`config.mk`:
```
export PLATFORM = sky130hd
export DESIGN_NAME = fetch_queue
export DESIGN_NICKNAME = d
export VERILOG_FILES = /design/src/rtl/fetch_queue.sv
export SDC_FILE = /design/constraint.sdc
export NUM_CORES = 1
export LEC_CHECK = 0
export ABC_AREA = 1
export CORE_MARGIN = 5
export CORE_UTILIZATION = 56
export CTS_CLUSTER_SIZE = 25
export DETAILED_ROUTE_END_ITERATION = 6
export GPL_TIMING_DRIVEN = 0
export PLACE_DENSITY = 0.8
export SYNTH_ARGS = -nofsm -noshare
export SYNTH_HDL_FRONTEND = slang
export SYNTH_SLANG_ARGS = --single-unit
```
`constraint.sdc`:
```
create_clock -name clk -period 11.5 [get_ports clk]
set_input_delay 2.3 -clock clk [delete_from_list [all_inputs] [get_ports clk]]
set_output_delay 2.3 -clock clk [all_outputs]
set_load 0.05 [all_outputs]
```
`src/rtl/fetch_queue.sv`:
```
`default_nettype none
// ============================================================================
// Module      : fetch_queue
// Description : Circular {PC, instruction} FIFO between fetch and decode with
//               flush on branch redirect. Optional FETCHQ_BYPASS_EN macro adds
//               a zero-cycle enq->deq path when the queue is empty.
// Revision    : 1.0 - initial release
// ============================================================================
module fetch_queue #(
    parameter int N     = 64,
    parameter int DEPTH = 4
) (
    input  logic                     clk,
    input  logic                     reset,
    input  logic                     flush_F,
    input  logic                     enq_valid,
    output logic                     enq_ready,
    input  logic [N-1:0]             enq_pc,
    input  logic [31:0]              enq_instr,
    output logic                     deq_valid,
    input  logic                     deq_ready,
    output logic [N-1:0]             deq_pc,
    output logic [31:0]              deq_instr,
    output logic [$clog2(DEPTH):0]   count
);

    localparam int            AW     = $clog2(DEPTH);
    localparam logic [AW:0]   c_full = (AW+1)'(DEPTH);

    logic [N-1:0]  r_pc_mem    [DEPTH];
    logic [31:0]   r_instr_mem [DEPTH];
    logic [AW-1:0] r_rd_ptr;
    logic [AW-1:0] r_wr_ptr;
    logic [AW:0]   r_count;

    logic w_empty;
    logic w_pass;
    logic w_enq_fire;
    logic w_deq_fire;

    assign w_empty   = (r_count == '0);
    assign enq_ready = (r_count != c_full);
    assign count     = r_count;

`ifdef FETCHQ_BYPASS_EN
    // Empty queue: the fetched pair is presented straight to decode; if decode
    // takes it in the same cycle it is never stored.
    assign w_pass    = w_empty & enq_valid & deq_ready & ~flush_F;
    assign deq_valid = w_empty ? (enq_valid & ~flush_F) : 1'b1;
    assign deq_pc    = w_empty ? enq_pc    : r_pc_mem[r_rd_ptr];
    assign deq_instr = w_empty ? enq_instr : r_instr_mem[r_rd_ptr];
`else
    assign w_pass    = 1'b0;
    assign deq_valid = ~w_empty;
    assign deq_pc    = r_pc_mem[r_rd_ptr];
    assign deq_instr = r_instr_mem[r_rd_ptr];
`endif

    assign w_enq_fire = enq_valid & enq_ready & ~flush_F & ~w_pass;
    assign w_deq_fire = ~w_empty & deq_ready & ~flush_F;

    always_ff @(posedge clk) begin
        if (!reset) begin
            r_rd_ptr <= '0;
            r_wr_ptr <= '0;
            r_count  <= '0;
            for (int i = 0; i < DEPTH; i++) begin
                r_pc_mem[i]    <= '0;
                r_instr_mem[i] <= '0;
            end
        end else if (flush_F) begin
            // Storage is intentionally left intact; only the pointers matter.
            r_rd_ptr <= '0;
            r_wr_ptr <= '0;
            r_count  <= '0;
        end else begin
            if (w_enq_fire) begin
                r_pc_mem[r_wr_ptr]    <= enq_pc;
                r_instr_mem[r_wr_ptr] <= enq_instr;
                r_wr_ptr              <= r_wr_ptr + AW'(1);
            end
            if (w_deq_fire) begin
                r_rd_ptr <= r_rd_ptr + AW'(1);
            end
            case ({w_enq_fire, w_deq_fire})
                2'b10:   r_count <= r_count + (AW+1)'(1);
                2'b01:   r_count <= r_count - (AW+1)'(1);
                default: r_count <= r_count;
            endcase
        end
    end

endmodule
`default_nettype wire

```
# Word-level counts from Yosys, hierarchy flattened
# Memories as Yosys holds them, arrays and structs flattened. A register that Yosys moved wholly into a read port is not among the register bits.
# Index checks and enable logic that the tools add are counted.
[op_classes]
n_addsub = 4
eq_ne = 3
muxes = 16
n_bitwise = 7
reduce_logical = 5
[ops]
columns = ["op", "count"]
rows = [
  ["$mux 64", 1],
  ["$reduce_or 64->1", 1],
  ["$mux 32", 1],
  ["$reduce_or 32->1", 1],
  ["$mux 2", 6],
  ["$mux 1", 7],
  ["$pmux 3 s2", 1],
  ["$add 2x1->2 const B", 2],
  ["$and 1x1->1", 4],
  ["$add 3x1->3 const B", 1],
  ["$logic_not 3->1", 1],
  ["$ne 3x3->1 const B", 1],
  ["$not 1->1", 3],
  ["$sub 3x1->3 const B", 1],
  ["$eq 2x1->1 const B", 1],
  ["$eq 2x2->1 const B", 1],
  ["$reduce_bool 2->1", 1],
  ["$reduce_or 2->1", 1],
]
[totals]
ff_bits = 7
ram_bits = 384
in_bits = 101
out_inout_bits = 101
word_cells = 40
n_memories = 2
[memory_table]
columns = ["memory", "depth", "width", "rd", "rd_ports_with_merged_regs", "write_ports", "line", "source"]
rows = [
  ["r_pc_mem", 4, 64, 1, 1, 4, "30", "logic [N-1:0] r_pc_mem [DEPTH];"],
  ["r_instr_mem", 4, 32, 1, 1, 4, "31", "logic [31:0] r_instr_mem [DEPTH];"],
]

# Logic depth before layout (Yosys ltp)
[depth]
ltp_word = 9
depth_mapped = 13
ltp_nobuf = 13

# Worst setup path before layout
# OpenSTA, ideal clock, no wires.
[synth_timing]
path_type = "input to register"
start = "input port enq_valid"
end = "memory r_instr_mem[1][0] (enable)"
setup_ns = 0.683
arrival_ns = 9.363
required_ns = 10.817
path_slack_ns = 1.454
cell_stages = 4
path_buffers = 0
cell_sequence = "inv_1 > nor2_2 > nand2_4 > o21ai_0"
[synth_rtl]
columns = ["element", "line", "source"]
rows = [
  ["start, declared", "16", "input logic enq_valid,"],
  ["end, declared", "31", ""],
]

==> flow_summary.toml <==
[outcome]
outcome = "finished, final reports clean"

[route]
num_vias = 12824
vias_per_cell = 5.58
wire_per_inst_um = 19.6
detail-route-antenna-nets = 0
wl_um = 45000
drt_iter0_drc = 1402
drc = 0
drt-pass1-iter-count = 6

[clock_network]
path_clk_slew_ps = 60
worstSkewPairLatency_ps = 520
ctsResizeCount = 0
cts_tree = "yes"
cts_hold_repair.buffers = 0
cts_root_buf = "clkbuf_16"
cts_made_buffers = 40
cts_max_path_buffers = 3
h-tree-depth = 2
clock_sinks = 393
post_cts_buffers = 0

[place]
gp_congestion = 0.834
dpl-instance-area_sq_um = 19900
dp_hpwl_um = 28000
io_buffers = 201

[power]
peakVddDrop_uv = 127
leakagePower_uw = 0.00871
power_density_nw_per_um2 = 154

[sta]
finalSetupViolCount = 0
hold_viol_final = 0
final_max_slew_viol_count = 0
slew_headroom = 0.369
max_clock_freq_mhz = 174
min_period_ps = 5740
tns_ps = 0
fin_worst_skew_ps = 9.24
finalCritPeriodShare = 0.499
tightest_slew_ps = 942
grt_setup_unrepaired = "no"

[logic_synthesis]
synth_nets = 1722
syn_avg_cell_area_sq_um = 10.6
yosys.area.top_type = "edfxtp_1"
synth_area_sq_um = 17100
netlist.area_leader.share = 0.675
yosysSeqAreaShare = 0.685
synth_cell_types = 23
synth_cells = 1619
synth-seq-cells = 393
yosys_warnings = 0
synth_area_leaders = "edfxtp_1, nor2_1, o21ai_0, inv_1, o22ai_1"

[global_routing]
met1_usage = 0.349
grt_pass1_vias = 13039
overflow = 0
grt_first_pass_wirelength_um = 69500
track_usage = 0.262
grt_util_met3 = 0.0480
top_usage_layer = "met2"
antenna_found_initial = 3
grt_max_degree = 57
use_met2 = 0.444

[run]
drv_cap = 0

[setup_path]
startpoint_type = "register"
reg2regPathDepth = 9
critPathCaptureType = "output pin"
critPathMaxFanout = 10
worst_ep_required_time_ps = 9200
path_class = "register to output pin"
r2r_slack_ps = 8510
critPathArrivalTime_ps = 3440

[cells_and_area]
areaGrowthSynthToFinish_pct = 23.6
finalNetCount = 1974
final_area_sq_um = 21100
num_antenna_cells = 0
drive_gt1_frac = 0.0725

[hold_path]
worstHoldPathCells = 2
hp-class = "register to register"

[die]
dieArea_sq_um = 34100
ios = 202
rows = 64
die_h_um = 185
start_util = 0.563
core_sq_um = 30300
die-width_um = 185
-- through the flow --
step	util	instances	hold slack (ps)	worst slack [ps]	total power (uW)
2_1_floorplan	-	1619	462	1450	1880
3_3_place_gp	0.646	2216	480	-3820	2020
3_5_place_dp	0.654	2225	483	5940	2020
4_1_cts	0.696	2299	499	5770	3270
5_1_grt	0.696	2299	533	5660	3350
6_report	0.696	2299	494	5760	3260
-- layout by cell type, fill, tap and decap left out --
cell and instances:
nand2_4 13, clkinv_1 11, nand3_1 3, clkdlybuf4s50_1 201, nand2_1 103, nand2_2 2
nand3b_1 1, buf_6 6, ha_1 1, edfxtp_1 384, o21ai_4 2, a21oi_1 3
a211oi_1 1, clkbuf_1 76, nor2_8 1, bufinv_16 3, dfxtp_1 9, buf_16 4
or2_1 1, o22ai_1 96, clkbuf_16 42, nor2_2 21, inv_1 209, clkinv_8 1
buf_2 25, fa_1 1, buf_8 1, buf_4 3, o21ai_0 193, nor2_1 472
buf_12 5, clkinv_2 9
-- metal layers --
layer,routed length (um),share of wire
met5,39,0.00087
met4,1250,0.028
met3,4570,0.10
met2,22300,0.50
met1,16800,0.37
-- layout make-up --
cell class / instances / area [sq um]
flip-flops and latches: 393 / 11700
inverters: 209 / 785
fillers: 2177 / 9230
clock inverters: 24 / 193
repair buffers: 210 / 2220
plain buffers: 103 / 485
multi-input cells: 914 / 4150
well taps: 396 / 495
clock buffers: 50 / 1080
-- critical path, cell delays in order (launching register included) --
cell	delay [ps]
dfxtp_1	610
clkbuf_1	560
clkbuf_1	410
o21ai_0	170
o22ai_1	290
clkdlybuf4s50_1	860
-- path summary, 6_finish.rpt --
kind	from	to
setup / recovery	register	deq_instr[27]
hold / removal	r_rd_ptr[1]	r_rd_ptr[1]
setup reg to reg	count[1]	r_pc_mem[0][27]
hold reg to reg	r_rd_ptr[1]	r_rd_ptr[1]
-- cell families (layout without fill, tap and decap cells) --
| family | Yosys count | in the layout | share of synthesized area |
|---|---|---|---|
| and+or+nand+nor | 617 | 617 | 0.145 |
| DFF | 393 | 393 | 0.685 |
| buffers and inverters | 312 | 596 | 0.0743 |
| AOI/OAI and AO/OA | 295 | 295 | 0.0935 |
| adders and majority gates | 2 | 2 | 0.00190 |
-- flip-flops by register name (all words and copies together) (netlist names), named ones only --
name,flops
r_instr_mem,128
count,3
r_rd_ptr,2
r_wr_ptr,2
r_pc_mem,256
-- power by group --
group / total, uW / internal [uW] / switching (uW)
combinational: 332 / 110 / 222
sequential: 1660 / 1640 / 17.9
clock: 1270 / 735 / 540
total: 3260 / 2480 / 780
-- synth_stat cells, drive strengths merged --
master and count:
nor2 494, edfxtp 384, inv 209, o21ai 195, nand2 118, o22ai 96, clkbuf 68, buf 35
dfxtp 9, a21oi 3, nand3 3, a211oi 1, fa 1, ha 1, nand3b 1, or2 1
(Power assumes the default switching activity.)
